==> src/rtl/program_loader_if.sv <==
// Memory write port driven by the program loader into the core's shared word memory.
interface program_loader_if;
  logic [31:0] mem_addr;
  logic        mem_write_en;
  logic [31:0] mem_write_val;

  modport master (
    output mem_addr,
    output mem_write_en,
    output mem_write_val
  );

  modport slave (
    input mem_addr,
    input mem_write_en,
    input mem_write_val
  );
endinterface

==> src/rtl/program_loader.sv <==
// Boot loader: receives a framed program image over 8N1 UART, writes big-endian words
// into memory from LOAD_BASE, verifies an 8-bit checksum and then releases the core.
module program_loader #(
  parameter int MEM_SIZE     = 256,
  parameter int LOAD_BASE    = 212,
  parameter int CLKS_PER_BIT = 868
) (
  input  logic              clk,
  input  logic              reset,
  input  logic              uart_rx,
  program_loader_if.master  mem,
  output logic              core_reset,
  output logic              load_done,
  output logic              load_error
);

  localparam int                CNT_W     = $clog2(CLKS_PER_BIT + 1);
  localparam logic [CNT_W-1:0]  HALF_M1   = CNT_W'(CLKS_PER_BIT / 2 - 1);
  localparam logic [CNT_W-1:0]  FULL_M1   = CNT_W'(CLKS_PER_BIT - 1);
  localparam logic [31:0]       MAX_WORDS = 32'(MEM_SIZE - LOAD_BASE);
  localparam logic [31:0]       BASE_ADDR = 32'(LOAD_BASE);

  // ---------------- UART receiver ----------------
  typedef enum logic [1:0] {RX_IDLE, RX_START, RX_DATA, RX_STOP} rx_state_t;

  rx_state_t        rx_state_reg;
  logic [1:0]       rx_sync_reg;
  logic             rx_prev_reg;
  logic [CNT_W-1:0] rx_cnt_reg;
  logic [2:0]       rx_bit_reg;
  logic [7:0]       rx_shift_reg;
  logic             byte_valid_reg;
  logic [7:0]       byte_reg;
  logic             frame_err_reg;
  logic             rx_line;

  assign rx_line = rx_sync_reg[1];

  always_ff @(posedge clk or posedge reset) begin
    if (reset) begin
      rx_state_reg   <= RX_IDLE;
      rx_sync_reg    <= 2'b11;
      rx_prev_reg    <= 1'b1;
      rx_cnt_reg     <= '0;
      rx_bit_reg     <= '0;
      rx_shift_reg   <= '0;
      byte_valid_reg <= 1'b0;
      byte_reg       <= '0;
      frame_err_reg  <= 1'b0;
    end else begin
      rx_sync_reg    <= {rx_sync_reg[0], uart_rx};
      rx_prev_reg    <= rx_line;
      byte_valid_reg <= 1'b0;
      frame_err_reg  <= 1'b0;
      case (rx_state_reg)
        RX_IDLE: begin
          if (rx_prev_reg && !rx_line) begin
            rx_state_reg <= RX_START;
            rx_cnt_reg   <= '0;
          end
        end
        RX_START: begin
          // A start bit that is high again at mid-bit was only a glitch.
          if (rx_cnt_reg == HALF_M1) begin
            rx_cnt_reg   <= '0;
            rx_bit_reg   <= '0;
            rx_state_reg <= rx_line ? RX_IDLE : RX_DATA;
          end else begin
            rx_cnt_reg <= rx_cnt_reg + 1'b1;
          end
        end
        RX_DATA: begin
          if (rx_cnt_reg == FULL_M1) begin
            rx_cnt_reg   <= '0;
            rx_shift_reg <= {rx_line, rx_shift_reg[7:1]};
            if (rx_bit_reg == 3'd7) begin
              rx_state_reg <= RX_STOP;
            end else begin
              rx_bit_reg <= rx_bit_reg + 1'b1;
            end
          end else begin
            rx_cnt_reg <= rx_cnt_reg + 1'b1;
          end
        end
        RX_STOP: begin
          if (rx_cnt_reg == FULL_M1) begin
            rx_cnt_reg   <= '0;
            rx_state_reg <= RX_IDLE;
            if (rx_line) begin
              byte_valid_reg <= 1'b1;
              byte_reg       <= rx_shift_reg;
            end else begin
              frame_err_reg <= 1'b1;
            end
          end else begin
            rx_cnt_reg <= rx_cnt_reg + 1'b1;
          end
        end
        default: rx_state_reg <= RX_IDLE;
      endcase
    end
  end

  // ---------------- Frame loader FSM ----------------
  typedef enum logic [2:0] {
    LD_LEN_HI, LD_LEN_LO, LD_DATA, LD_CSUM, LD_DONE, LD_ERROR
  } ld_state_t;

  ld_state_t   ld_state_reg;
  logic [7:0]  len_hi_reg;
  logic [15:0] word_total_reg;
  logic [15:0] word_idx_reg;
  logic [1:0]  byte_cnt_reg;
  logic [31:0] asm_reg;
  logic [7:0]  sum_reg;
  logic [31:0] mem_addr_reg;
  logic        mem_write_en_reg;
  logic [31:0] mem_write_val_reg;
  logic        core_reset_reg;
  logic        load_done_reg;
  logic        load_error_reg;

  logic [15:0] len_word;
  logic [31:0] new_word;
  logic        terminal;

  assign len_word = {len_hi_reg, byte_reg};
  assign new_word = {asm_reg[23:0], byte_reg};
  assign terminal = (ld_state_reg == LD_DONE) || (ld_state_reg == LD_ERROR);

  always_ff @(posedge clk or posedge reset) begin
    if (reset) begin
      ld_state_reg      <= LD_LEN_HI;
      len_hi_reg        <= '0;
      word_total_reg    <= '0;
      word_idx_reg      <= '0;
      byte_cnt_reg      <= '0;
      asm_reg           <= '0;
      sum_reg           <= '0;
      mem_addr_reg      <= '0;
      mem_write_en_reg  <= 1'b0;
      mem_write_val_reg <= '0;
      core_reset_reg    <= 1'b1;
      load_done_reg     <= 1'b0;
      load_error_reg    <= 1'b0;
    end else begin
      mem_write_en_reg <= 1'b0;
      if (frame_err_reg && !terminal) begin
        ld_state_reg   <= LD_ERROR;
        load_error_reg <= 1'b1;
      end else if (byte_valid_reg) begin
        case (ld_state_reg)
          LD_LEN_HI: begin
            len_hi_reg   <= byte_reg;
            ld_state_reg <= LD_LEN_LO;
          end
          LD_LEN_LO: begin
            word_total_reg <= len_word;
            if ({16'b0, len_word} > MAX_WORDS) begin
              ld_state_reg   <= LD_ERROR;
              load_error_reg <= 1'b1;
            end else if (len_word == 16'd0) begin
              ld_state_reg <= LD_CSUM;
            end else begin
              ld_state_reg <= LD_DATA;
            end
          end
          LD_DATA: begin
            asm_reg      <= new_word;
            sum_reg      <= sum_reg + byte_reg;
            byte_cnt_reg <= byte_cnt_reg + 1'b1;
            if (byte_cnt_reg == 2'd3) begin
              mem_addr_reg      <= BASE_ADDR + {16'b0, word_idx_reg};
              mem_write_val_reg <= new_word;
              mem_write_en_reg  <= 1'b1;
              word_idx_reg      <= word_idx_reg + 1'b1;
              if (word_idx_reg == word_total_reg - 16'd1) begin
                ld_state_reg <= LD_CSUM;
              end
            end
          end
          LD_CSUM: begin
            if (sum_reg == byte_reg) begin
              ld_state_reg   <= LD_DONE;
              load_done_reg  <= 1'b1;
              core_reset_reg <= 1'b0;
            end else begin
              ld_state_reg   <= LD_ERROR;
              load_error_reg <= 1'b1;
            end
          end
          default: ;
        endcase
      end
    end
  end

  assign mem.mem_addr      = mem_addr_reg;
  assign mem.mem_write_en  = mem_write_en_reg;
  assign mem.mem_write_val = mem_write_val_reg;
  assign core_reset        = core_reset_reg;
  assign load_done         = load_done_reg;
  assign load_error        = load_error_reg;

endmodule

==> src/flat_wrapper.sv <==
// flat-port wrapper written by rule: the top's interface ports become plain ports
module program_loader_flat 
#(
  parameter int MEM_SIZE     = 256,
  parameter int LOAD_BASE    = 212,
  parameter int CLKS_PER_BIT = 868
)
  (clk, reset, uart_rx, core_reset, load_done, load_error, mem_mem_addr, mem_mem_write_en, mem_mem_write_val);
  program_loader_if mem_i ();
  input  logic clk;
  input  logic reset;
  input  logic uart_rx;
  output logic core_reset;
  output logic load_done;
  output logic load_error;
  output wire logic [$bits(mem_i.mem_addr)-1:0] mem_mem_addr;
  output wire logic [$bits(mem_i.mem_write_en)-1:0] mem_mem_write_en;
  output wire logic [$bits(mem_i.mem_write_val)-1:0] mem_mem_write_val;
  assign mem_mem_addr = mem_i.mem_addr;
  assign mem_mem_write_en = mem_i.mem_write_en;
  assign mem_mem_write_val = mem_i.mem_write_val;
  program_loader #(.MEM_SIZE(MEM_SIZE), .LOAD_BASE(LOAD_BASE), .CLKS_PER_BIT(CLKS_PER_BIT)) u_core (.clk(clk), .reset(reset), .uart_rx(uart_rx), .mem(mem_i), .core_reset(core_reset), .load_done(load_done), .load_error(load_error));
endmodule
==> config.mk <==
export PLATFORM = sky130hd
export DESIGN_NAME = program_loader_flat
export DESIGN_NICKNAME = d
export VERILOG_FILES = /design/src/rtl/program_loader_if.sv /design/src/rtl/program_loader.sv /design/src/flat_wrapper.sv
export SDC_FILE = /design/constraint.sdc
export NUM_CORES = 1
export LEC_CHECK = 0
export CORE_MARGIN = 3
export CORE_UTILIZATION = 36
export DETAILED_ROUTE_END_ITERATION = 10
export SLEW_MARGIN = 0
export SYNTH_ARGS = -nofsm -noshare
export SYNTH_HDL_FRONTEND = slang
export SYNTH_SLANG_ARGS = --single-unit
==> constraint.sdc <==
create_clock -name clk -period 6.5 [get_ports clk]
set_input_delay 1.3 -clock clk [delete_from_list [all_inputs] [get_ports clk]]
set_output_delay 1.3 -clock clk [all_outputs]
set_load 0.01 [all_outputs]
# Word level (Yosys, flattened, before mapping)
# Index checks and enable logic that the tools add are counted.
[totals] ff_bits=181 latchBits=0 ram_bits=0 romBits=0 inputBits=3 output_inout_bits=68 elab_cells=117 mem_count=0
[classes] addsub=7 mul=0 n_div=0 order_cmp=1 eq_ne=24 shift=0 mux=38 bitwise=1 n_reduce_logical=24
[op_table] operator="10-bit two-way mux" n=3
[op_table] operator="10-bit one-hot mux with 3 select lines" n=1
[op_table] operator="3-bit two-way mux" n=8
[op_table] operator="4-bit AND reduction" n=5
[op_table] operator="8-bit by 16-bit adder with 17-bit output (first input constant)" n=1
[op_table] operator="16-bit by 1-bit adder with 16-bit output (second input constant)" n=1
[op_table] operator="16-bit equality test" n=1
[op_table] operator="16-bit by 6-bit greater-than comparator with 1-bit output (second input constant)" n=1
[op_table] operator="16-bit zero test" n=1
[op_table] operator="1-bit two-way mux" n=16
[op_table] operator="16-bit by 1-bit subtractor with 16-bit output (second input constant)" n=1
[op_table] operator="2-bit two-way mux" n=6
[op_table] operator="3-bit one-hot mux with 4 select lines" n=1
[op_table] operator="3-bit AND reduction" n=4
[op_table] operator="10-bit by 1-bit adder with 10-bit output (second input constant)" n=1
[op_table] operator="10-bit equality test (second input constant)" n=1
[op_table] operator="10-bit by 9-bit equality test with 1-bit output (second input constant)" n=1
[op_table] operator="2-bit by 1-bit inequality test with 1-bit output (second input constant)" n=5
[op_table] operator="3-bit equality test (second input constant)" n=3
[op_table] operator="3-bit by 1-bit inequality test with 1-bit output (second input constant)" n=3
[op_table] operator="8-bit adder" n=1
[op_table] operator="8-bit equality test" n=1
[op_table] operator="2-bit one-hot mux with 4 select lines" n=1
[op_table] operator="2-bit equality test (second input constant)" n=3
[op_table] operator="21 further kinds" n=25

# Depth between registers and ports, before layout
[depth] depth_word=7 ltp_mapped=9 mapped_depth_nobuf=9

# Worst setup path after synthesis
# OpenSTA, ideal clock, no wires.
[synth_timing] kind="reg-to-reg" startpoint="reg u_core.word_total_reg[2]" endpoint="reg u_core.ld_state_reg[0]" setup_time_ns=0.125 arrival_ns=2.274 required_ns=6.375 path_slack_ns=4.101 path_stages_with_launch=8 path_buffers=1 synth_period_minus_slack_ns=2.399 cell_sequence="dfrtp_1 buf_6 nor4_4 nand2_2 or4_4 a2111oi_4 a41oi_2 mux2_4"
[synth_via] elab_chain_len=4
[synth_lines] item="from (decl)" line_no="program_loader.sv:111" text="logic [15:0] word_total_reg;"
[synth_lines] item="from (signal assigned)" line_no="program_loader.sv:158" text="word_total_reg <= len_word;"
[synth_lines] item="16-bit by 1-bit subtractor with 16-bit output" line_no="program_loader.sv:177" text="if (word_idx_reg == word_total_reg - 16'd1) begin"
[synth_lines] item="16-bit equality test" line_no="program_loader.sv:177"
[synth_lines] item="3-bit by 1-bit inequality test with 1-bit output (no line)"
[synth_lines] item="4-bit AND reduction (no line)"
[synth_lines] item="to (signal assigned)" line_no="program_loader.sv:178" text="ld_state_reg <= LD_CSUM;"
[synth_lines] item="to (signal assigned)" line_no="program_loader.sv:184" text="ld_state_reg <= LD_DONE;"
[synth_lines] item="to (signal assigned)" line_no="program_loader.sv:188" text="ld_state_reg <= LD_ERROR;"
[synth_lines] item="to (decl)" line_no="program_loader.sv:109" text="ld_state_t ld_state_reg;"
# Every way passes these cells.
# A chain may end at the register's enable or synchronous reset.

# Final worst setup path
[layout_timing] startpoint="reg u_core.core_reset_reg (netlist: u_core.core_reset)" endpoint="out core_reset"
[layout_rtl] item="from (decl)" line_no="program_loader.sv:119" text="logic core_reset_reg;"
[layout_rtl] item="from (signal assigned)" line_no="program_loader.sv:143" text="core_reset_reg <= 1'b1;"
[layout_rtl] item="from (signal assigned)" line_no="program_loader.sv:186" text="core_reset_reg <= 1'b0;"
[layout_rtl] item="to (decl)" line_no="flat_wrapper.sv:13" text="output logic core_reset;"
# No word-level cell between the ends.

==> metrics.md <==
| Metric | Value |
|---|---|
| Status | finished, final reports clean |
| Final Max Tran Viols | 0 |
| Layout fillers | slightly above 2000 |
| Final Cell Area | 9270 um^2 |
| Gr ovfl total | 0 |
| Cell family with the largest share of critical-path delay | flip-flops |
| Fin nets | 818 |
| Post-route insts no fill | 1087 |
| Critical path buffer and inverter count | 1 |
| Instance count on the critical path | 1 |
| Post-Syn Area | approximately 8000 um^2 |
| Share of the synthesized area in the top cell type | 0.513 |
| Initial antenna violation count | 0 |
| Post-synth EDFFs | 0 |
| Critical Path End | core_reset |
| Syn Area/Cell | between 10 and 15 um^2 |
| CTS Hold Buffers Added | 0 |
| Critical Path RT | around 5200 ps |
| Vias in the first global route | 5381 |
| DR vias/cell | 4.94 |
| Maxcap violations | 0 |
| CTS Sinks | 166 |
| H-tree depth | 4 |
| Biggest area consumer among synthesized cells | dfrtp_1 |
| Total negative slack | 0 ps |
| #FFs+latches synth | 166 |
| Reg2reg path depth | 5 |
| Overall Power | 0.00223 W |
| Antenna cells | 0 |
| Critical path data arrival time | 1470 ps |
| Crit path cell chain | clkdlybuf4s50_1 |
| DIE WIDTH | 154 um |
| Worst Setup SP | u_core.core_reset |
| Leak | 4.37 nW |
| Synthesis-to-finish area growth | 17.2% |
| Die Height | 154 um |
| # Post-CTS Setup Buffers | 0 |
| CTS tree | yes |
| Drt pass-1 iters | 4 |
| Final hold viol count | 0 |
| Peak supply drop | 0.186 mV |
| I/O Buffers | 55 |
| Placed cells | about 1100 |
| Max stage delay cell, worst path | dfstp_2 |
| Share of cells above drive strength 1 | 0.150 |
| Reg2reg end | u_core.rx_cnt_reg[4] |
| Max Freq | 0.361 GHz |
| First-pass GRT wire length | 27700 um |
| DRT iter0 DRCs | approximately 340 |
| Setup ws final | 3730 ps |
| Critical R2R Launch | u_core.rx_cnt_reg[2] |
| Worst-margin pin slew | roughly 900 ps |
| CTS Buf Count | 17 |
| CTS root buffer | clkbuf_16 |
| Worst Path Class, Setup | flip-flop to primary output |
| Synth area leaders | dfrtp_1 (51%), mux2_2 (9.1%), nand2_1 (7.5%) |
| Period utilization | 0.427 |
| Core Area | 21300 um^2 |
| DIE AREA | 23800 um^2 |
| Sequential share of the synthesized area | 0.526 |
| Clock Pin Slew Worst Setup and Hold Paths | roughly 70 ps |
| Count leader, synth | dfrtp_1 |
| Hold WC Path Type | flip-flop to flip-flop |
| Final HPWL DP | 10800 um |
| Top Ports | 71 |
| Commonest cells in the synthesized netlist | dfrtp_1 (162), nand2_1 (157), mux2_2 (64), o21ai_0 (47), xnor2_1 (33) |
| Max reg flops | 32 |
| GRT Resource Usage Total | 0.140 |
| Synth cell types | 63 |
| Synth Warn # | 0 |
| Row cnt | between 50 and 60 |
| Final Skew | 7.68 ps |
| DRC Markers | 0 |
| Placement Setup Slack | 3440 ps |
| Slowest stage delay, CP | 530 ps |
| Clk buf depth | 2 |
| Avg WL per Cell | 14.7 um |
| Total Routed Length | between 15000 and 20000 um |
| Remaining antenna violation count | 0 |
| Min Tclk post-route | 2770 ps |
| Post-synth ARST share | 1.00 |
| Crit Path Max Fanout | 2 |
| Dpl cell area | between 8000 and 9000 um^2 |
| Post-CTS resize count | 0 |
| Largest net degree at the start of global routing | 74 |
| Worst skew pair latency | 430 ps |
| RSZ-0062 raised after global routing | false |
| Initial Util | 0.371 |
| Worst R2R Setup Slack | 3760 ps |
| CP Launch Type | flip-flop |
| # setup viols final | 0 |
| Slew HR | 0.396 |
| Primary FF master, synth | dfrtp_1 |
| Crit. End Element | primary output |
| Post-Syn Instances | ~760 |
| Vias | 5365 |
| Placer Congestion | around 0.8 |
| PD cells | 240 nW/um^2 |
[kinds of logic (layout without fill, tap and decap cells)]
kind of cell | count (synthesis) | in the layout | synth area share
mux | 67 | 67 | 0.0956
simple gates | 273 | 273 | 0.163
other cells | 1 | 15 | 0.000474
flops | 166 | 166 | 0.526
xor+xnor | 53 | 53 | 0.0587
fa+ha+maj | 16 | 16 | 0.0263
compound gates | 107 | 107 | 0.0873
buf+inv | 72 | 115 | 0.0427
[worst min-delay path by stage]
stage                          startpoint               endpoint  cells past startpoint
finish              u_core.rx_sync_reg[0]  u_core.rx_sync_reg[1]                      0
CTS                 u_core.rx_sync_reg[0]  u_core.rx_sync_reg[1]                      0
detailed placement  u_core.rx_sync_reg[0]  u_core.rx_sync_reg[1]                      0
global placement    u_core.rx_sync_reg[0]  u_core.rx_sync_reg[1]                      0
global route        u_core.rx_sync_reg[0]  u_core.rx_sync_reg[1]                      0
floorplan           u_core.rx_sync_reg[0]  u_core.rx_sync_reg[1]                      0
[metrics by stage]
stage	hold slack, ps	util
6_report	364	0.435
5_1_grt	369	0.435
4_1_cts	364	0.435
3_5_place_dp	348	0.406
3_3_place_gp	346	0.406
2_1_floorplan	345	-
[power breakdown]
part,internal [W],total [W],switching (W),leakage [nW]
sequential,0.00106,0.00109,0.0000338,2.29
clock,0.000585,0.00104,0.000455,0.296
combinational,0.0000363,0.0000958,0.0000595,1.78
[placed cells by master (no fill, tap or decap), types with 3 or more instances in the layout]
cell               n
nor2b_1           10
nand4_1            8
nor3b_1            6
buf_4              5
or3_1              3
nand2b_1           7
mux2_2            64
o21ai_0           47
xor2_1            20
nor2_1            22
inv_8              3
dfstp_2            4
inv_1             22
ha_1              15
nand3_1           11
a2111oi_0          3
a21boi_0           5
dfrtp_1          162
a31oi_1            4
and3_1             5
and2_1             4
nand2_1          157
nor4_1            13
clkbuf_16         17
inv_6              5
clkdlybuf4s50_1   55
xnor2_1           33
nor3_1            11
a21oi_1           16
conb_1            15
o31ai_1            9
[final cells by class]
| class | instances | area (um^2) | area share |
|---|---|---|---|
| clock inverters | 15 | 190 | 0.0205 |
| repair buffers | 60 | 588 | 0.0635 |
| multi-input cells | 531 | 3470 | 0.374 |
| well taps | 275 | 344 | 0.0371 |
| clock buffers | 17 | 425 | 0.0459 |
| flip-flops and latches | 166 | 4160 | 0.449 |
| inverters | 23 | 91.3 | 0.00986 |
[layer usage]
layer / vias up / global-route usage / part of all wire
met3: 20 / 0.0269 / 0.030
met4: 0 / 0.0408 / 0.015
met2: 83 / 0.221 / 0.46
met1: 2611 / 0.199 / 0.50
met5: - / 0 / 0
li1: 2651 / - / -
(Power assumes the default switching activity.)
